==> config.mk <==
export PLATFORM = sky130hd
export DESIGN_NAME = olp_scheduler
export DESIGN_NICKNAME = d
export VERILOG_FILES = /design/src/rtl/olp_scheduler_pkg.sv /design/src/rtl/olp_sync_fifo.sv /design/src/rtl/olp_scheduler.sv
export SDC_FILE = /design/constraint.sdc
export NUM_CORES = 1
export LEC_CHECK = 0
export BUFFER_PORTS_ARGS = -buffer_cell sky130_fd_sc_hd__clkbuf_2
export CORE_UTILIZATION = 60
export CTS_CLUSTER_DIAMETER = 100
export DETAILED_ROUTE_END_ITERATION = 10
export GPL_TIMING_DRIVEN = 0
export PLACE_DENSITY = 0.78
export RECOVER_POWER = 100
export SYNTH_ARGS = -nofsm -noshare
export SYNTH_HDL_FRONTEND = slang
export SYNTH_HIERARCHICAL = 1
export SYNTH_SLANG_ARGS = --single-unit
==> constraint.sdc <==
create_clock -name iClk -period 5.91 [get_ports iClk]
set_clock_uncertainty 0.15 [all_clocks]
set_input_delay 1.773 -clock iClk [delete_from_list [all_inputs] [get_ports iClk]]
set_output_delay 1.773 -clock iClk [all_outputs]
set_load 0.02 [all_outputs]
==> src/rtl/olp_scheduler_pkg.sv <==
// Shared constants, state encoding and helpers for the overlap-check scheduler.
package olp_scheduler_pkg;

  localparam int BMP_W       = 80;
  localparam int BMP_H       = 60;
  localparam int BMP_ENTRIES = BMP_W * BMP_H;

  localparam int POS_W  = 13;
  localparam int FPOS_W = 21;
  localparam int SIZE_W = 2;
  localparam int CNT_W  = 5;

  localparam logic [1:0] PASS_NONE    = 2'b00;
  localparam logic [1:0] PASS_REJECT  = 2'b10;
  localparam logic [1:0] PASS_ACCEPT  = 2'b11;
  localparam logic [1:0] SIZE_INVALID = 2'd3;

  typedef enum logic [2:0] {
    S_IDLE  = 3'd0,
    S_CLEAR = 3'd1,
    S_READY = 3'd2,
    S_RUN   = 3'd3,
    S_WAIT  = 3'd4,
    S_STORE = 3'd5,
    S_DONE  = 3'd6
  } olp_state_e;

  function automatic logic [CNT_W-1:0] sat_inc(input logic [CNT_W-1:0] v);
    return (&v) ? v : v + CNT_W'(1);
  endfunction

endpackage

==> src/rtl/olp_sync_fifo.sv <==
// Synchronous FIFO with extra-bit pointers; a push into a full FIFO is taken
// when a pop happens in the same cycle.
module olp_sync_fifo #(
  parameter int WIDTH = 15,
  parameter int DEPTH = 8
) (
  input  logic             clk_i,
  input  logic             rst_n_i,
  input  logic             push_i,
  input  logic [WIDTH-1:0] din_i,
  input  logic             pop_i,
  output logic [WIDTH-1:0] dout_o,
  output logic             full_o,
  output logic             empty_o
);

  localparam int          AW      = $clog2(DEPTH);
  localparam logic [AW:0] PTR_ONE = {{AW{1'b0}}, 1'b1};

  logic [AW:0]      wr_q, wr_d, rd_q, rd_d;
  logic [WIDTH-1:0] mem_q [DEPTH];
  logic             do_push, do_pop;

  assign empty_o = (wr_q == rd_q);
  assign full_o  = (wr_q[AW] != rd_q[AW]) && (wr_q[AW-1:0] == rd_q[AW-1:0]);
  assign do_pop  = pop_i & ~empty_o;
  assign do_push = push_i & (~full_o | do_pop);
  assign wr_d    = do_push ? wr_q + PTR_ONE : wr_q;
  assign rd_d    = do_pop ? rd_q + PTR_ONE : rd_q;

  always_ff @(posedge clk_i) begin
    if (!rst_n_i) begin
      wr_q <= '0;
      rd_q <= '0;
    end else begin
      wr_q <= wr_d;
      rd_q <= rd_d;
    end
  end

  always_ff @(posedge clk_i) begin
    if (do_push) mem_q[wr_q[AW-1:0]] <= din_i;
  end

  // Head is masked while empty so the outputs read zero out of reset.
  assign dout_o = empty_o ? '0 : mem_q[rd_q[AW-1:0]];

endmodule

==> src/rtl/olp_scheduler.sv <==
// Per-frame sequencer for the overlap-check unit: clears the bitmap, runs each
// buffered candidate through olp and queues accepted faces for display.
//
//   state | meaning
//   IDLE  | waiting for frame start
//   CLEAR | olp clearing the bitmap, no runs issued
//   READY | pop next candidate, or close the frame once end seen and drained
//   RUN   | one-cycle run strobe to olp
//   WAIT  | waiting for olp finish, bounded by timeout
//   STORE | push accepted face, stalls while face FIFO is full
//   DONE  | one-cycle frame-done pulse
module olp_scheduler
  import olp_scheduler_pkg::*;
#(
  parameter int CAND_DEPTH   = 8,
  parameter int FACE_DEPTH   = 16,
  parameter int CLEAR_CYCLES = BMP_ENTRIES + 2,
  parameter int TIMEOUT      = 64
) (
  input  logic              iClk,
  input  logic              iReset_n,
  input  logic              iFrame_Start,
  input  logic              iFrame_End,
  input  logic              iCand_Valid,
  output logic              oCand_Ready,
  input  logic [POS_W-1:0]  iCand_Pos,
  input  logic [SIZE_W-1:0] iCand_Size,
  output logic              oOlp_Run,
  output logic              oOlp_Set,
  output logic [POS_W-1:0]  oOlp_Position,
  output logic [SIZE_W-1:0] oOlp_Size,
  input  logic [1:0]        iOlp_Pass,
  input  logic              iOlp_Finish,
  input  logic [FPOS_W-1:0] iOlp_Face_Pos,
  input  logic [SIZE_W-1:0] iOlp_Size,
  output logic              oFace_Valid,
  input  logic              iFace_Ready,
  output logic [FPOS_W-1:0] oFace_Pos,
  output logic [SIZE_W-1:0] oFace_Size,
  output logic              oFrame_Done,
  output logic [CNT_W-1:0]  oFace_Count,
  output logic [1:0]        oErr
);

  localparam int CAND_W  = POS_W + SIZE_W;
  localparam int FACE_W  = FPOS_W + SIZE_W;
  localparam int TMR_MAX = (CLEAR_CYCLES > TIMEOUT) ? CLEAR_CYCLES : TIMEOUT;
  localparam int TMR_W   = $clog2(TMR_MAX + 1);

  olp_state_e        state_q, state_d;
  logic [TMR_W-1:0]  tmr_q, tmr_d;
  logic [POS_W-1:0]  pos_q, pos_d;
  logic [SIZE_W-1:0] size_q, size_d;
  logic [1:0]        pass_q, pass_d, pass_now;
  logic [FPOS_W-1:0] fpos_q, fpos_d;
  logic [SIZE_W-1:0] fsize_q, fsize_d;
  logic [CNT_W-1:0]  count_q, count_d;
  logic              fend_q, fend_d;
  logic              set_q, set_d;
  logic [1:0]        err_q, err_d;

  logic              cand_push, cand_pop, cand_full, cand_empty;
  logic [CAND_W-1:0] cand_dout;
  logic [POS_W-1:0]  cand_pos;
  logic [SIZE_W-1:0] cand_size;
  logic              face_push, face_pop, face_full, face_empty;
  logic [FACE_W-1:0] face_dout;

  assign {cand_size, cand_pos} = cand_dout;
  assign cand_push = iCand_Valid & ~cand_full;
  assign face_pop  = ~face_empty & iFace_Ready;
  // olp may drop oPass before raising oFinish, so fall back to the latched value.
  assign pass_now  = (iOlp_Pass != PASS_NONE) ? iOlp_Pass : pass_q;

  olp_sync_fifo #(.WIDTH(CAND_W), .DEPTH(CAND_DEPTH)) u_cand_fifo (
    .clk_i  (iClk),
    .rst_n_i(iReset_n),
    .push_i (cand_push),
    .din_i  ({iCand_Size, iCand_Pos}),
    .pop_i  (cand_pop),
    .dout_o (cand_dout),
    .full_o (cand_full),
    .empty_o(cand_empty)
  );

  olp_sync_fifo #(.WIDTH(FACE_W), .DEPTH(FACE_DEPTH)) u_face_fifo (
    .clk_i  (iClk),
    .rst_n_i(iReset_n),
    .push_i (face_push),
    .din_i  ({fsize_q, fpos_q}),
    .pop_i  (face_pop),
    .dout_o (face_dout),
    .full_o (face_full),
    .empty_o(face_empty)
  );

  always_comb begin
    state_d   = state_q;
    tmr_d     = tmr_q;
    pos_d     = pos_q;
    size_d    = size_q;
    pass_d    = pass_q;
    fpos_d    = fpos_q;
    fsize_d   = fsize_q;
    count_d   = count_q;
    fend_d    = fend_q;
    err_d     = err_q;
    set_d     = 1'b0;
    cand_pop  = 1'b0;
    face_push = 1'b0;

    if (state_q != S_IDLE && iFrame_End)   fend_d   = 1'b1;
    if (state_q != S_IDLE && iFrame_Start) err_d[1] = 1'b1;

    case (state_q)
      S_IDLE: begin
        if (iFrame_Start) begin
          set_d   = 1'b1;
          count_d = '0;
          fend_d  = 1'b0;
          tmr_d   = TMR_W'(CLEAR_CYCLES - 1);
          state_d = S_CLEAR;
        end
      end
      S_CLEAR: begin
        if (tmr_q == '0) state_d = S_READY;
        else             tmr_d   = tmr_q - TMR_W'(1);
      end
      S_READY: begin
        if (!cand_empty) begin
          cand_pop = 1'b1;
          if (cand_size != SIZE_INVALID) begin
            pos_d   = cand_pos;
            size_d  = cand_size;
            state_d = S_RUN;
          end
        end else if (fend_q) begin
          state_d = S_DONE;
        end
      end
      S_RUN: begin
        tmr_d   = TMR_W'(TIMEOUT - 1);
        pass_d  = PASS_NONE;
        state_d = S_WAIT;
      end
      S_WAIT: begin
        if (iOlp_Pass != PASS_NONE) begin
          pass_d  = iOlp_Pass;
          fpos_d  = iOlp_Face_Pos;
          fsize_d = iOlp_Size;
        end
        if (iOlp_Finish) begin
          state_d = (pass_now == PASS_ACCEPT) ? S_STORE : S_READY;
        end else if (tmr_q == '0) begin
          err_d[0] = 1'b1;
          state_d  = S_READY;
        end else begin
          tmr_d = tmr_q - TMR_W'(1);
        end
      end
      S_STORE: begin
        if (!face_full || face_pop) begin
          face_push = 1'b1;
          count_d   = sat_inc(count_q);
          state_d   = S_READY;
        end
      end
      S_DONE:  state_d = S_IDLE;
      default: state_d = S_IDLE;
    endcase
  end

  always_ff @(posedge iClk) begin
    if (!iReset_n) begin
      state_q <= S_IDLE;
      tmr_q   <= '0;
      pos_q   <= '0;
      size_q  <= '0;
      pass_q  <= PASS_NONE;
      fpos_q  <= '0;
      fsize_q <= '0;
      count_q <= '0;
      fend_q  <= 1'b0;
      set_q   <= 1'b0;
      err_q   <= '0;
    end else begin
      state_q <= state_d;
      tmr_q   <= tmr_d;
      pos_q   <= pos_d;
      size_q  <= size_d;
      pass_q  <= pass_d;
      fpos_q  <= fpos_d;
      fsize_q <= fsize_d;
      count_q <= count_d;
      fend_q  <= fend_d;
      set_q   <= set_d;
      err_q   <= err_d;
    end
  end

  assign oCand_Ready   = ~cand_full;
  assign oOlp_Run      = (state_q == S_RUN);
  assign oOlp_Set      = set_q;
  assign oOlp_Position = pos_q;
  assign oOlp_Size     = size_q;
  assign oFace_Valid   = ~face_empty;
  assign {oFace_Size, oFace_Pos} = face_dout;
  assign oFrame_Done   = (state_q == S_DONE);
  assign oFace_Count   = count_q;
  assign oErr          = err_q;

endmodule

* Yosys cells after proc, flatten, opt, wreduce, memory -nomap -nowiden
Memories as Yosys holds them, arrays and structs flattened. A register that Yosys moved wholly into a read port is not among the register bits.
Index checks and enable logic that the tools add are counted.
** Storage, ports and cells
- Register bits after elaboration :: 83
- Memory bits (writable) :: 488
- Input port bits :: 47
- Output and inout port bits :: 50
- Word-level logic and storage cells :: 115
- Memories :: 2
** Operators by class
- Add/sub/neg operators :: 6
- Equal/unequal tests :: 20
- Mux-type cells :: 37
- Bitwise gates (word level) :: 13
- Reductions and logical operators :: 21
** Memories
- u_face_fifo.mem_q :: depth 16, width 23, read ports 1, clocked after Yosys merged registers in 1, wr ports 1, line olp_sync_fifo.sv:21 : logic [WIDTH-1:0] mem_q [DEPTH];
- u_cand_fifo.mem_q :: depth 8, width 15, read ports 1, clocked after Yosys merged registers in 1, wr ports 1, line olp_sync_fifo.sv:21
** Operator list (number)
- 13-bit case mux with 4 select lines :: 1
- 13-bit 2-to-1 mux :: 3
- 3-bit 2-to-1 mux :: 10
- 23-bit 2-to-1 mux :: 1
- 3-bit case mux with 6 select lines :: 1
- 5-bit by 1-bit adder with 5-bit output, second input constant :: 3
- 15-bit 2-to-1 mux :: 1
- 5-bit 2-to-1 mux :: 3
- 13-bit logical NOT :: 1
- 13-bit by 1-bit subtractor with 13-bit output, second input constant :: 1
- 1-bit 2-to-1 mux :: 12
- 2-bit inequality test, second input constant :: 5
- 5-bit case mux with 2 select lines :: 1
- 3-bit equality test, second input constant :: 3
- 3-bit AND reduction :: 3
- 4-bit by 1-bit adder with 4-bit output, second input constant :: 2
- 4-bit equality test :: 2
- 4-bit 2-to-1 mux :: 2
- 4-bit AND reduction :: 2
- 1-bit bitwise AND :: 6
- 3-bit by 2-bit equality test with 1-bit output, second input constant :: 2
- 3-bit inequality test, second input constant :: 2
- 2-bit nonzero test :: 3
- 5-bit equality test :: 1
- other kinds (16) :: 26

* Logic depth before layout (Yosys ltp)
- Depth after elaboration :: 9
- Mapped depth :: 11

* Modules after synthesis
The synthesis kept the hierarchy.
** By module, submodules not included
- olp_sync_fifo at u_face_fifo :: instances 1, cells each 653, area each 14580.2 um^2
- olp_sync_fifo at u_cand_fifo :: instances 1, cells each 261, area each 5205.0 um^2
- olp_scheduler :: instances 1, cells each 377, area each 2885.3 um^2

* Worst setup path before layout
OpenSTA, ideal clock, no wires.
- Kind :: input to register
- Start :: input port iFace_Ready
- End :: memory u_face_fifo/mem_q[11][0] (netlist bit), enable pin
- Library setup time :: 0.437 ns
- Arrival :: 4.131 ns
- Slack :: 1.192 ns
- Stages on the path :: 4
- Cell sequence :: nand2b_1 -> a21oi_1 -> o311ai_4 -> nor3b_1
** On the way
- Word-level cells in the longest chain between the ends :: 7
** Ends and longest elaborated chain
- from (decl) :: line olp_scheduler.sv:37 : input logic iFace_Ready,
- 1-bit bitwise AND :: line olp_scheduler.sv:71 : assign face_pop = ~face_empty & iFace_Ready;
- 1-bit logical OR :: line olp_scheduler.sv:162 : if (!face_full || face_pop) begin
- 1-bit 2-to-1 mux :: line olp_scheduler.sv:162
- 1-bit 2-to-1 mux :: line olp_scheduler.sv:115 : case (state_q)
- named net face_push :: line olp_scheduler.sv:66 : logic face_push, face_pop, face_full, face_empty;
- 1-bit bitwise AND :: line olp_sync_fifo.sv:27 : assign do_push = push_i & (~full_o | do_pop);
- 1-bit 2-to-1 mux :: line olp_sync_fifo.sv:42 : if (do_push) mem_q[wr_q[AW-1:0]] <= din_i;
- 1-bit 2-to-1 mux (not written as such) :: line olp_sync_fifo.sv:42
- to (decl) :: line olp_sync_fifo.sv:21
The timed path passes the listed nets, and every way through them passes these cells.

* Final worst setup path
- Start :: register u_cand_fifo.wr_q[1]
- End :: memory u_cand_fifo.mem_q[6][8] (netlist: u_cand_fifo/mem_q[3][8]), enable pin
** On the way
- Word-level cells in the longest chain between the ends :: 8
** Ends and longest elaborated chain
- from (decl) :: line olp_sync_fifo.sv:20 : logic [AW:0] wr_q, wr_d, rd_q, rd_d;
- from (signal assigned) :: line olp_sync_fifo.sv:36 : wr_q <= wr_d;
- 4-bit equality test :: line olp_sync_fifo.sv:24 : assign empty_o = (wr_q == rd_q);
- named net cand_empty :: line olp_scheduler.sv:62 : logic cand_push, cand_pop, cand_full, cand_empty;
- 1-bit 2-to-1 mux :: line olp_scheduler.sv:130 : if (!cand_empty) begin
- 1-bit 2-to-1 mux :: line olp_scheduler.sv:115
- named net cand_pop :: line olp_scheduler.sv:62
- 1-bit bitwise AND :: line olp_sync_fifo.sv:26 : assign do_pop = pop_i & ~empty_o;
- 1-bit OR :: line olp_sync_fifo.sv:27
- 1-bit bitwise AND :: line olp_sync_fifo.sv:27
- 1-bit 2-to-1 mux :: line olp_sync_fifo.sv:42
- 1-bit 2-to-1 mux (not written as such) :: line olp_sync_fifo.sv:42
- to (decl) :: line olp_sync_fifo.sv:21
The timed path passes the listed nets, and every way through them passes these cells.

==> metrics.txt <==
# TYPE chip_impl_metric gauge
chip_impl_metric{name="vdd.ir_drop.worst",unit="V"} 0.000283
chip_impl_metric{name="synth_nets",unit=""} 1349
chip_impl_metric{name="die_width",unit="um"} 196
chip_impl_info{name="tritoncts_clock_tree",value="yes"} 1
chip_impl_metric{name="postRouteAntennaNets",unit=""} 0
chip_impl_metric{name="yosys_register_bits",unit=""} 578
chip_impl_metric{name="cp_data_arrival_time",unit="ns"} 5.47
chip_impl_metric{name="synth_edf_count",unit=""} 488
chip_impl_info{name="violations",value="capacitance limit, slew limit"} 1
chip_impl_metric{name="p_leak",unit="uW"} 0.00771
chip_impl_metric{name="antenna_found_initial",unit=""} 2
chip_impl_metric{name="async_flop_share",unit="%"} 0
chip_impl_metric{name="setup_violations",unit=""} 0
chip_impl_metric{name="io_pins",unit=""} 97
chip_impl_metric{name="numCtsBuffers",unit=""} 54
chip_impl_info{name="dr.max_layer_used",value="met5"} 1
chip_impl_metric{name="tightest_slew",unit="ns"} 1.86
chip_impl_metric{name="synth_top_cell_area_share",unit="%"} 64.6
chip_impl_info{name="clk_root_buffer_cell",value="clkbuf_16"} 1
chip_impl_metric{name="wl_met1",unit="um"} 19600
chip_impl_metric{name="drc",unit=""} 0
chip_impl_metric{name="clock_input_transition_at_the_sequential_cells_of_the_worst_setup_and_hold_paths",unit="ns"} 0.06
chip_impl_metric{name="fin_setup_tns",unit="ns"} 0
chip_impl_metric{name="post-layout-total-power",unit="uW"} 8070
chip_impl_metric{name="place.port_buffers",unit=""} 96
chip_impl_info{name="synthTopCellsByArea",value="edfxtp_1 65%, mux4_2 12%, dfxtp_1 7.9%"} 1
chip_impl_metric{name="dieArea",unit="um2"} 38600
chip_impl_metric{name="hold_viol",unit=""} 0
chip_impl_metric{name="routed_wire_length_per_instance",unit="um"} 26.6
chip_impl_metric{name="yosys_warnings",unit=""} 6
chip_impl_metric{name="post-cts-setup-buffer-count",unit=""} 0
chip_impl_metric{name="finish.net_count",unit=""} 1518
chip_impl_info{name="critPathCaptureType",value="flop"} 1
chip_impl_metric{name="floorplan.core_area",unit="um2"} 36900
chip_impl_info{name="ys_dominant_reg_cell",value="edfxtp_1"} 1
chip_impl_metric{name="clk_latency",unit="ns"} 0.61
chip_impl_metric{name="post_route_clock_period_utilization",unit="%"} 88.8
chip_impl_metric{name="post_dp_cell_area",unit="um2"} 24000
chip_impl_metric{name="syn_area_cell",unit="um2"} 17.6
chip_impl_metric{name="dpl.cell_count",unit=""} 1908
chip_impl_metric{name="floorplan.rows",unit=""} 70
chip_impl_metric{name="cp_num_buf_inv",unit=""} 5
chip_impl_metric{name="synth.distinct_cells",unit=""} 68
chip_impl_metric{name="dr_vias",unit=""} 12935
chip_impl_metric{name="cts-root-to-sink-buffers",unit=""} 3
chip_impl_metric{name="firstDrtPassIters",unit=""} 7
chip_impl_metric{name="layout.cells.non_filler",unit=""} 2009
chip_impl_metric{name="grt_first_pass_wirelength",unit="um"} 79100
chip_impl_metric{name="power.density",unit="nW/um2"} 318
chip_impl_metric{name="final_layout_size_suffix_gt1_share",unit="%"} 18.1
chip_impl_metric{name="worstPathRequired",unit="ns"} 6.13
chip_impl_metric{name="number_of_h_tree_levels",unit=""} 2
chip_impl_metric{name="synthToLayoutAreaGrowth",unit="%"} 12.0
chip_impl_metric{name="largest_net_degree_at_the_start_of_global_routing",unit=""} 25
chip_impl_metric{name="floorplan.die.height",unit="um"} 196
chip_impl_metric{name="globalplace.congestion",unit=""} 0.797
chip_impl_metric{name="grt_pass1_vias",unit=""} 13103
chip_impl_metric{name="final_max_slew_viol_count",unit=""} 249
chip_impl_metric{name="rrSetupSlack",unit="ns"} 0.66
chip_impl_metric{name="numClockSinks",unit=""} 578
chip_impl_metric{name="fmaxAchievable",unit="GHz"} 0.190
chip_impl_info{name="kind_of_cell_adding_the_most_delay_to_the_critical_path",value="buffers and inverters"} 1
chip_impl_metric{name="ctsHoldBuffers",unit=""} 0
chip_impl_info{name="cp-start-kind",value="flop"} 1
chip_impl_metric{name="critical_path_peak_fanout",unit=""} 12
chip_impl_info{name="crit_chain",value="clkbuf_1, xor2_1, nor4_1, clkbuf_1, or3_1, inv_1, o21ai_0, nor3_1, clkbuf_1, buf_6"} 1
chip_impl_metric{name="remaining_global_route_overflow",unit=""} 0
chip_impl_metric{name="min_period",unit="ns"} 5.25
chip_impl_metric{name="detailroute.wirelength.met3",unit="um"} 5030
chip_impl_metric{name="routed_via_density",unit=""} 6.44
chip_impl_metric{name="syn-cell-area",unit="um2"} 22700
chip_impl_metric{name="fillers",unit=""} 2317
chip_impl_info{name="critPathSlowestCell",value="nor4_1"} 1
chip_impl_metric{name="postLayoutCoreUtil",unit="%"} 68.9
chip_impl_info{name="path_class",value="reg2reg"} 1
chip_impl_metric{name="syn-instance-count",unit=""} 1291
chip_impl_info{name="min-delay-path-class",value="reg2reg"} 1
chip_impl_metric{name="antenna_cells",unit=""} 0
chip_impl_metric{name="cpPeakStageDelay",unit="ns"} 1.03
chip_impl_metric{name="wl",unit="um"} 53400
chip_impl_metric{name="start_util",unit="%"} 61.5
chip_impl_metric{name="final_area",unit="um2"} 25400
chip_impl_metric{name="dp.final_hpwl",unit="um"} 31400
chip_impl_metric{name="max_slew_margin",unit="%"} -24.4
chip_impl_info{name="critPathMostFrequentCell",value="clkbuf_1"} 1
chip_impl_metric{name="cap_viol_max_count",unit=""} 11
chip_impl_metric{name="met2_wirelength",unit="um"} 26700
chip_impl_metric{name="synth.yosys.seq_area_share",unit="%"} 72.6
chip_impl_metric{name="drt_first_iter_violations",unit=""} 1254
chip_impl_info{name="setup_repair_after_global_routing_missed_its_margin",value="no"} 1
chip_impl_info{name="biggest_area_consumer_among_synthesized_cells",value="edfxtp_1"} 1
chip_impl_metric{name="grt_use_total",unit="%"} 28.4
chip_impl_metric{name="post_cts_resized",unit=""} 0
chip_impl_info{name="outcome",value="finished with violations"} 1
worst min-delay path: stages (launching register included):
cell and delay [ns]:
dfxtp_1 0.31, nand2_1 0.05, a21oi_1 0.05
cell usage after synthesis, drive strengths merged, types with 4 or more instances:
master	count
o211ai	4
clkbuf	28
o21ai	30
nand2b	13
nor2	51
mux2i	23
nand4	5
edfxtp	488
o21a	4
xor2	7
xnor2	14
a31oi	4
and3	18
a21oi	61
dfxtp	90
nand2	95
and2	9
buf	42
o22ai	48
or3	4
nor4	6
a211oi	6
nor3b	4
nor3	43
nand3	6
inv	18
mux4	122
nor2b	7
ha	11
cell families (layout without fill, tap and decap cells):
family | count (synthesis) | in the layout | synth area share (%)
muxes | 145 | 145 | 13.1
xor gates and xnor gates | 21 | 21 | 1.01
AOI/OAI and AO/OA | 173 | 173 | 4.72
buffers and inverters | 89 | 303 | 1.93
adders and majority gates | 11 | 11 | 0.607
DFF | 578 | 578 | 72.6
and+or+nand+nor | 274 | 274 | 6.01
layout by cell type (no fill, tap or decap), types with 13 or more instances in the layout:
cell,instances
a21oi_1,61
and3_1,18
buf_2,22
clkbuf_1,138
clkbuf_16,54
clkbuf_2,31
dfxtp_1,90
edfxtp_1,488
inv_1,17
mux2i_1,23
mux4_2,122
nand2_1,95
nand2b_1,13
nor2_1,50
nor3_1,43
o21ai_0,29
o22ai_1,48
worst paths after layout:
path,from,to,cells after the start
max,u_cand_fifo/wr_q[1],u_cand_fifo/mem_q[3][8],10
min,oOlp_Position[8],oOlp_Position[8],2
max reg2reg,u_cand_fifo/wr_q[1],u_cand_fifo/mem_q[3][8],10
min reg2reg,oOlp_Position[8],oOlp_Position[8],2
registers in the layout, indices dropped and copies added (netlist names), 3 cells and up, named ones only:
| name | count |
|---|---|
| u_face_fifo/mem_q | 368 |
| u_cand_fifo/mem_q | 120 |
| fpos_q | 21 |
| oOlp_Position | 13 |
| tmr_q | 13 |
| oFace_Count | 5 |
| u_face_fifo/rd_q | 5 |
| u_face_fifo/wr_q | 5 |
| u_cand_fifo/rd_q | 4 |
| u_cand_fifo/wr_q | 4 |
| state_q | 3 |
area by class of cell:
type,instances,area [um2],share of cell area (%)
Timing Repair Buffer,113,493,1.94
Multi-Input combinational cell,624,5710,22.5
Inverter,19,71.3,0.281
Clock buffer,84,1510,5.96
Sequential cell,578,16500,64.8
Clock inverter,17,156,0.616
Buffer,70,354,1.39
Tap cell,504,631,2.48
per-stage QoR:
stage          hold WS, ns  setup WS (ns)
2_1_floorplan        0.299           1.19
3_3_place_gp         0.293         -0.855
3_5_place_dp         0.299           1.32
4_1_cts              0.308          0.916
5_1_grt              0.324          0.438
6_report             0.305          0.659
layer usage:
metal / global-route usage, % / up-vias
met5: 0 / -
met4: 12.1 / 4
met3: 4.95 / 127
met2: 47.3 / 751
met1: 37.2 / 6586
li1: - / 5467
where the power goes:
part	switching, uW	internal [uW]
clock network	1460	1850
logic	200	105
registers	26.5	4420
total	1690	6380
Power figures use the tool's default switching activity.
